### src/rtl/systolic_ctrl.sv
// Front/back-end sequencer for the 2x2 systolic MAC array: feeds k_len operand beats in,
// then streams the four accumulator snapshots out.
module systolic_ctrl #(
    parameter int DATA_W = 8,
    parameter int ACC_W  = 16,
    parameter int KLEN_W = 8
) (
    input  logic                clk_i,
    input  logic                rst_i,
    input  logic                start_i,
    input  logic [KLEN_W-1:0]   k_len_i,
    input  logic                s_valid_i,
    output logic                s_ready_o,
    input  logic [4*DATA_W-1:0] s_data_i,
    output logic [DATA_W-1:0]   a0_o,
    output logic [DATA_W-1:0]   a1_o,
    output logic [DATA_W-1:0]   b0_o,
    output logic [DATA_W-1:0]   b1_o,
    output logic                en_mac_o,
    output logic                acc_clr_o,
    input  logic [ACC_W-1:0]    p00_i,
    input  logic [ACC_W-1:0]    p01_i,
    input  logic [ACC_W-1:0]    p10_i,
    input  logic [ACC_W-1:0]    p11_i,
    output logic                m_valid_o,
    input  logic                m_ready_i,
    output logic [ACC_W-1:0]    m_data_o,
    output logic                m_last_o,
    output logic                busy_o,
    output logic                done_o
);

    // state | meaning
    // IDLE  | waiting for start
    // CLEAR | one cycle of acc_clr
    // FEED  | accepting operand beats
    // FLUSH | two cycles: last MAC, then accumulators settle
    // DRAIN | streaming p00, p01, p10, p11
    typedef enum logic [2:0] {IDLE, CLEAR, FEED, FLUSH, DRAIN} state_t;

    state_t                  state_q, state_d;
    logic [KLEN_W-1:0]       klen_q, klen_d;
    logic [KLEN_W-1:0]       cnt_q, cnt_d, cnt_inc;
    logic                    flush_q, flush_d;
    logic [1:0]              widx_q, widx_d, widx_nxt;
    logic [3:0][ACC_W-1:0]   snap_q, snap_d;
    logic [4*DATA_W-1:0]     op_q, op_d;
    logic                    en_mac_q, en_mac_d;
    logic                    acc_clr_q, acc_clr_d;
    logic                    m_valid_q, m_valid_d;
    logic [ACC_W-1:0]        m_data_q, m_data_d;
    logic                    m_last_q, m_last_d;
    logic                    done_q, done_d;

    assign cnt_inc  = cnt_q + KLEN_W'(1);
    assign widx_nxt = widx_q + 2'd1;

    always_comb begin
        state_d   = state_q;
        klen_d    = klen_q;
        cnt_d     = cnt_q;
        flush_d   = flush_q;
        widx_d    = widx_q;
        snap_d    = snap_q;
        op_d      = op_q;
        en_mac_d  = 1'b0;
        m_data_d  = m_data_q;
        m_last_d  = m_last_q;
        done_d    = 1'b0;
        case (state_q)
            IDLE: begin
                if (start_i) begin
                    klen_d  = k_len_i;
                    state_d = CLEAR;
                end
            end
            CLEAR: begin
                cnt_d   = '0;
                flush_d = 1'b0;
                state_d = (klen_q != '0) ? FEED : FLUSH;
            end
            FEED: begin
                if (s_valid_i) begin
                    op_d     = s_data_i;
                    en_mac_d = 1'b1;
                    cnt_d    = cnt_inc;
                    if (cnt_inc == klen_q) begin
                        state_d = FLUSH;
                        flush_d = 1'b0;
                    end
                end
            end
            FLUSH: begin
                if (!flush_q) begin
                    flush_d = 1'b1;
                end else begin
                    state_d  = DRAIN;
                    snap_d   = {p11_i, p10_i, p01_i, p00_i};
                    widx_d   = 2'd0;
                    m_data_d = p00_i;
                    m_last_d = 1'b0;
                end
            end
            DRAIN: begin
                if (m_ready_i) begin
                    if (widx_q == 2'd3) begin
                        state_d  = IDLE;
                        done_d   = 1'b1;
                        m_data_d = '0;
                        m_last_d = 1'b0;
                    end else begin
                        widx_d   = widx_nxt;
                        m_data_d = snap_q[widx_nxt];
                        m_last_d = (widx_nxt == 2'd3);
                    end
                end
            end
            default: state_d = IDLE;
        endcase
        acc_clr_d = (state_d == CLEAR);
        m_valid_d = (state_d == DRAIN);
    end

    always_ff @(posedge clk_i or posedge rst_i) begin
        if (rst_i) begin
            state_q   <= IDLE;
            klen_q    <= '0;
            cnt_q     <= '0;
            flush_q   <= 1'b0;
            widx_q    <= 2'd0;
            snap_q    <= '0;
            op_q      <= '0;
            en_mac_q  <= 1'b0;
            acc_clr_q <= 1'b0;
            m_valid_q <= 1'b0;
            m_data_q  <= '0;
            m_last_q  <= 1'b0;
            done_q    <= 1'b0;
        end else begin
            state_q   <= state_d;
            klen_q    <= klen_d;
            cnt_q     <= cnt_d;
            flush_q   <= flush_d;
            widx_q    <= widx_d;
            snap_q    <= snap_d;
            op_q      <= op_d;
            en_mac_q  <= en_mac_d;
            acc_clr_q <= acc_clr_d;
            m_valid_q <= m_valid_d;
            m_data_q  <= m_data_d;
            m_last_q  <= m_last_d;
            done_q    <= done_d;
        end
    end

    assign s_ready_o = (state_q == FEED);
    assign busy_o    = (state_q != IDLE);
    assign a0_o      = op_q[0*DATA_W +: DATA_W];
    assign a1_o      = op_q[1*DATA_W +: DATA_W];
    assign b0_o      = op_q[2*DATA_W +: DATA_W];
    assign b1_o      = op_q[3*DATA_W +: DATA_W];
    assign en_mac_o  = en_mac_q;
    assign acc_clr_o = acc_clr_q;
    assign m_valid_o = m_valid_q;
    assign m_data_o  = m_data_q;
    assign m_last_o  = m_last_q;
    assign done_o    = done_q;

endmodule

### config.mk
export PLATFORM = sky130hd
export DESIGN_NAME = systolic_ctrl
export DESIGN_NICKNAME = d
export VERILOG_FILES = /design/src/rtl/systolic_ctrl.sv
export SDC_FILE = /design/constraint.sdc
export NUM_CORES = 1
export LEC_CHECK = 0
export BUFFER_PORTS_ARGS = -buffer_cell sky130_fd_sc_hd__buf_2
export CAP_MARGIN = 20
export CORE_MARGIN = 3
export CORE_UTILIZATION = 48
export DETAILED_ROUTE_END_ITERATION = 6
export PLACE_DENSITY = 0.77
export SLEW_MARGIN = 20
export SYNTH_ARGS = -nofsm -noshare
export SYNTH_HDL_FRONTEND = slang
export SYNTH_SLANG_ARGS = --single-unit
### constraint.sdc
create_clock -name clk_i -period 3.95 [get_ports clk_i]
set_input_delay 0.1975 -clock clk_i [delete_from_list [all_inputs] [get_ports clk_i]]
set_output_delay 0.1975 -clock clk_i [all_outputs]
set_load 0.01 [all_outputs]
==> results of run 1 <==
power by group through the flow:
stage	logic [mW]	registers [mW]	clock network (mW)
floorplan	1.58	2.53	0
finish	2.26	2.54	1.79
global placement	2.13	2.50	0
CTS	2.28	2.54	1.82
global route	2.52	2.63	1.88
detailed placement	2.22	2.54	0
worst min path at each step:
| stage | from | to | slack (ns) |
|---|---|---|---|
| floorplan | s_data_i[0] | op_q[0] | 0.30 |
| global placement | s_data_i[16] | op_q[16] | 0.39 |
| detailed placement | s_data_i[25] | op_q[25] | 0.40 |
| CTS | k_len_i[5] | klen_q[5] | 0.0002 |
| global route | p11_i[14] | snap_q[62] | 0.004 |
| finish | rst_i | op_q[27] | -0.02 |
timing repair:
action	4_1_cts	5_1_grt
resized for setup	0	0
buffers inserted	0	0
hold buffers	48	1
hold endpoints to repair	48	1
Yosys cell counts, drive strengths merged, types with 3 or more instances:
library cell	instances	share of area [%]
a21oi	17	1.4
and2	3	0.33
and3	3	0.31
buf	24	2.2
clkbuf	6	0.43
dfrtp	139	57
ha	3	0.61
inv	5	0.31
mux2	74	14
mux4	16	5.9
nand2	110	6.8
nand2b	19	1.9
nor2	5	0.47
o21ai	16	1.3
o22ai	17	1.7
o31ai	3	0.37
xnor2	7	1.1
xor2	5	0.71
worst max-delay path, cell delays in order, from the launching register on:
cell	delay [ns]
dfrtp_1	0.57
nor3b_4	0.29
nand2_2	0.47
inv_2	0.65
nand4_1	0.23
o41a_1	0.36
flip-flops by register name, summed over array words and instances (netlist names):
name       flops
snap_q        64
op_q          32
m_data_o      16
cnt_q          8
klen_q         8
state_q        3
widx_q         2
acc_clr_o      1
done_o         1
en_mac_o       1
flush_q        1
m_last_o       1
m_valid_o      1
layout make-up:
cell class              count  area [sq um]
clock inverters            10         183.9
fillers                   864          4056
flip-flops and latches    139          3478
inverters                   5         23.77
clock buffers              22         494.2
multi-input cells         322          2471
well taps                 168         210.2
repair buffers            217          1344
routing by layer:
metal / wire length [microns] / track usage [%] / vias to the layer above / share of wire, %
li1: - / - / 2143 / -
met1: 6143 / 26.89 / 2312 / 42
met2: 7568 / 37.05 / 166 / 51
met3: 880 / 7.123 / 12 / 6.0
met4: 123 / 5.865 / 0 / 0.84
met5: 0 / 0 / - / 0
cells by family after synthesis:
logic type	after synthesis	share of synthesized area (%)
AO/OA/AOI/OAI	61	5.962
XOR/XNOR	12	1.838
adder cells (fa/ha/maj)	3	0.6126
buffers and inverters	35	2.960
flip-flops	139	56.76
multiplexers	91	19.64
AND/OR/NAND/NOR	155	12.23
==> flow_metrics.py, run 1 <==
metrics = {
    "run_status": {
        "status": "finished with violations",
        "violations": "hold timing",
    },
    "yosys": {
        "syn_area_sq_mm": 0.006128,
        "yosysUniqueCellTypes": 48,
        "ys_seq_elements": 139,
        "syn_nets": 608,
        "syn_inst": 496,
        "async_reset_ff_share_pct": 100.0,
        "ys.flop_type": "dfrtp_1",
        "avgSynthCellArea_sq_um": 12.36,
        "synth_edf_count": 0,
        "ys_warn_count": 0,
        "seq_area_frac_synth_pct": 56.76,
    },
    "clock_network": {
        "clk_latency_ns": 0.41,
        "cts.clk_slew.worst_paths_ns": 0.06,
        "cts.sinks": 139,
        "cts-root-buf": "clkbuf_16",
        "cts_tree": "built",
        "cts_inserted_buffers": 17,
        "clock_path_buffers": 2,
        "cts_max_level": 4,
    },
    "pwr": {
        "combPwrFrac_pct": 34.3,
        "p_switching_mw": 2.103,
        "power.total_mw": 6.600,
        "pwr_density_cell_mw_per_mm2": 804.4,
        "p_leak_nw": 3.933,
        "clkPwrFrac_pct": 27.2,
        "ir_drop_mv": 0.5128,
        "p_sw_share_pct": 31.86,
        "seqPwrFrac_pct": 38.5,
        "internal-power_mw": 4.497,
    },
    "global_route": {
        "grt_overflow_total": 0,
        "grt_pass1_wl_mm": 24.66,
        "grt_pass1_vias": 5041,
        "grtUsageTotal_pct": 21.84,
        "grt_max_degree": 111,
        "antenna_found_initial": 0,
    },
    "worst_setup_path": {
        "worstSetupPathType": "flop to flop",
        "r2r_start": "state_q[1]",
        "end_kind": "flop",
        "reg2reg_depth": 5,
        "critPathLaunch": "state_q[1]",
        "ff2ff_setup_slack_ns": 1.22,
        "worstPathArrival_ns": 3.02,
        "crit_path_start_kind": "flop",
        "path_max_fanout": 42,
        "regToRegEndpoint": "flush_q",
        "worstPathRequired_ns": 4.24,
        "critPathCapture": "flush_q",
    },
    "detailed_routing": {
        "antenna_left": 0,
        "drt_iter0_markers": 283,
        "drt_first_pass_iters": 4,
        "drc_errors": 0,
        "post_drt_wl_per_cell_microns": 16.66,
        "wl_mm": 14.72,
        "routed_via_density": 5.247,
        "num_vias": 4633,
    },
    "layout": {
        "nets": 814,
        "final_cells": 883,
        "layout_commonest_cell": "buf_2",
        "drive_above_1_share_pct": 40.42,
        "area_growth_pct": 33.89,
        "num_antenna_cells": 0,
        "final_util_pct": 66.92,
        "fin_area_sq_mm": 0.008205,
        "final_cell_mix": "buf_2 (163), dfrtp_1 (139), nand2_1 (109), mux2_2 (60), dlygate4sd3_1 (49)",
    },
    "sta": {
        "max_freq_ghz": 0.3666,
        "worst_hold_slack_ns": -0.02431,
        "finalMaxSlewViolations": 0,
        "clock_skew_ns": 0.006734,
        "tightest_slew_ns": 0.9615,
        "hold_violations": 15,
        "post-route-period-util_pct": 69.05,
        "setup_viol": 0,
        "maxSlewHeadroom_pct": 35.90,
        "grt_setup_unrepaired": "no",
        "finalSetupTns_ns": 0,
        "period_needed_ns": 2.728,
        "fin_ws_ns": 1.222,
    },
    "worst_hold_path": {
        "hold_path.class": "primary input to asynchronous set/reset pin",
    },
    "floorplanning": {
        "dieHeight_microns": 119.0,
        "start_util_pct": 49.98,
        "io_pins": 164,
        "coreArea_sq_mm": 0.01226,
        "dieArea_sq_mm": 0.01416,
        "die_width_microns": 119.0,
        "fp-row-count": 40,
    },
    "run": {
        "drv_cap": 0,
    },
    "placement": {
        "placedCellCount": 802,
        "placed_area_sq_mm": 0.007034,
        "gp_congestion": 0.8196,
        "dp_hpwl_mm": 9.207,
        "place_ws_ns": 1.302,
        "port_buffers": 163,
    },
}
No activity file was read; power rests on OpenSTA's default activity.
==> inputs of run 2 (changes only) <==
--- a/config.mk
+++ b/config.mk
@@ -5,6 +5,7 @@
 export SDC_FILE = /design/constraint.sdc
 export NUM_CORES = 1
 export LEC_CHECK = 0
+export ABC_AREA = 1
 export BUFFER_PORTS_ARGS = -buffer_cell sky130_fd_sc_hd__buf_2
 export CAP_MARGIN = 20
 export CORE_MARGIN = 3
==> constraint.sdc (replaced) <==
create_clock -name clk_i -period 2.3 [get_ports clk_i]
set_input_delay 0.115 -clock clk_i [delete_from_list [all_inputs] [get_ports clk_i]]
set_output_delay 0.115 -clock clk_i [all_outputs]
set_load 0.01 [all_outputs]
==> flow_metrics.py, run 2 <==
metrics = {
    "run_status": {
        "status": "completed",
    },
    "worst_setup_path": {
        "path_max_fanout": 32,
        "slowest_stage": "dfrtp_1",
        "path_cells": "nor2_1 > nand2_1 > nor2_1 > inv_2 > nand2_2 > buf_4 > nor2_1 > a31oi_1",
        "worstPathArrival_ns": 2.17,
        "worstSetupPathType": "flop to flop",
        "worstPathRequired_ns": 2.64,
        "path_common_cell": "nor2_1",
        "worst_path_largest_cell_delay_ns": 0.42,
        "end_kind": "flop",
        "crit_path_start_kind": "flop",
    },
    "detailed_routing": {
        "drt_iter0_markers": 471,
        "num_vias": 6034,
        "antenna_left": 0,
        "highest_layer": "met4",
        "routed_via_density": 4.962,
        "wl_met3_mm": 1.349,
        "wl_met2_mm": 8.327,
        "drc_errors": 0,
        "post_drt_wl_per_cell_microns": 14.49,
        "drt_first_pass_iters": 7,
        "drt-met1-wl_mm": 7.538,
        "wl_mm": 17.61,
    },
    "placement": {
        "gp_congestion": 0.8885,
        "port_buffers": 163,
        "placedCellCount": 1079,
        "place_ws_ns": 0.4963,
        "dp_hpwl_mm": 10.53,
    },
    "clock_network": {
        "clock_path_buffers": 2,
        "cts.sinks": 139,
        "cts_tree": "built",
        "cts.clk_slew.worst_paths_ns": 0.06,
        "post_cts_buffers": 0,
        "cts-root-buf": "clkbuf_16",
        "cts_max_level": 4,
        "clk_latency_ns": 0.42,
        "cts_inserted_buffers": 17,
    },
    "layout": {
        "nets": 1148,
        "final_cell_mix": "nand2_1 (375), buf_2 (163), dfrtp_1 (139), dlygate4sd3_1 (106), nor2_1 (74)",
        "fillers": 923,
        "num_antenna_cells": 0,
        "largest_reg_flops": 64,
        "area_growth_pct": 41.74,
        "final_cells": 1216,
        "regMostFlops": "snap_q",
        "layout_commonest_cell": "nand2_1",
        "drive_above_1_share_pct": 20.99,
    },
    "global_route": {
        "grt_overflow_total": 0,
        "grt_max_degree": 97,
        "grt_pass1_wl_mm": 29.06,
        "grtUsageTotal_pct": 25.44,
        "grt_pass1_vias": 5919,
        "antenna_found_initial": 0,
    },
    "pwr": {
        "pwr_density_cell_mw_per_mm2": 1232,
        "p_leak_nw": 4.563,
        "ir_drop_mv": 0.7409,
    },
    "sta": {
        "post-route-period-util_pct": 79.46,
        "tightest_slew_ns": 0.5346,
        "grt_setup_unrepaired": "no",
        "clock_skew_ns": 0.009355,
        "max_freq_ghz": 0.5472,
        "finalMaxSlewViolations": 0,
        "fin_ws_ns": 0.4724,
        "maxSlewHeadroom_pct": 64.36,
        "setup_viol": 0,
        "finalSetupTns_ns": 0,
        "hold_violations": 0,
        "period_needed_ns": 1.828,
    },
    "yosys": {
        "ys.flop_type": "dfrtp_1",
        "yosysMostFrequentCell": "nand2_1",
        "syn_area_sq_mm": 0.006193,
        "synthTopCellsByCount": "nand2_1 (375), dfrtp_1 (139), nor2_1 (74)",
        "ys_top_cells_by_area": "dfrtp_1 (56%), nand2_1 (23%), nor2_1 (4.5%)",
        "syn_inst": 771,
        "syn_nets": 883,
        "async_reset_ff_share_pct": 100.0,
        "seq_area_frac_synth_pct": 56.16,
        "yosysUniqueCellTypes": 29,
        "ys_seq_elements": 139,
        "avgSynthCellArea_sq_um": 8.033,
        "synth_edf_count": 0,
        "yosys.area.top_type_share_pct": 56.16,
        "ys_warn_count": 0,
        "yosysTopAreaCell": "dfrtp_1",
    },
    "floorplanning": {
        "dieHeight_microns": 119.6,
        "io_pins": 164,
        "start_util_pct": 50.30,
        "fp-row-count": 40,
        "dieArea_sq_mm": 0.01430,
        "coreArea_sq_mm": 0.01231,
        "die_width_microns": 119.6,
    },
    "run": {
        "drv_cap": 0,
    },
    "worst_hold_path": {
        "hold_path.class": "primary input to flop",
    },
}
[run 2: cell type report]
cell class	count	area (sq um)	area share (%)
Clock buffer	20	446.7	5.088
Clock inverter	11	98.84	1.126
Inverter	31	120.1	1.368
Multi-Input combinational cell	563	2410	27.45
Sequential cell	139	3478	39.62
Tap cell	168	210.2	2.395
Timing Repair Buffer	284	2014	22.95
[run 2: worst paths after layout]
path	from	end	slack, ns	cells past startpoint
hold reg to reg	op_q[12]	op_q[12]	0.46	2
max in group asynchronous	rst_i	op_q[3]	1.49	4
setup / recovery	state_q[0]	m_data_o[7]	0.47	8
min in group asynchronous	rst_i	snap_q[6]	0.38	4
setup reg to reg	state_q[0]	m_data_o[7]	0.47	8
hold / removal	s_valid_i	cnt_q[1]	0.11	5
[run 2: worst max-delay path: cells and delay by family, from the launching register on]
family	cells	cell delay, ns
simple gates	5	0.82
buf+inv	2	0.35
flops	1	0.42
compound gates	1	0.16
[run 2: metrics by stage]
stage,instance area (sq um),hold WS (ns),total power [mW],utilization (%)
4_1_cts,8778,0.1015,10.81,71.30
5_1_grt,8778,0.1572,11.67,71.30
3_3_place_gp,7172,0.3119,7.983,58.25
3_5_place_dp,7172,0.3165,8.087,58.25
6_report,8778,0.1090,10.82,71.30
2_1_floorplan,6197,0.2246,6.800,-
[run 2: kinds of logic after synthesis]
logic type	count (synthesis)	synth area share, %
DFF	139	56.16
xor gates and xnor gates	2	0.2829
buffers and inverters	69	4.929
muxes	1	0.1616
AOI/OAI and AO/OA	70	7.212
adders and majority gates	3	0.6061
and+or+nand+nor	487	30.65
[run 2: metal layers]
metal	vias to the layer above	track usage, %
met1	2774	33.08
met2	257	41.00
met4	0	9.592
li1	2969	-
met3	34	6.833
met5	-	0
[run 2: where the power goes]
part           switching [mW]  internal, mW  total (mW)  leakage [nW]
Combinational            2.47          1.58        4.05          2.63
Clock                    1.02          1.50        2.52         0.250
Sequential              0.668          3.58        4.25          1.69
[run 2: repair_timing]
| action | 4_1_cts | 5_1_grt |
|---|---|---|
| hold endpoints to repair | 260 | 0 |
| resized for setup | 0 | 0 |
| hold buffers | 106 | 0 |
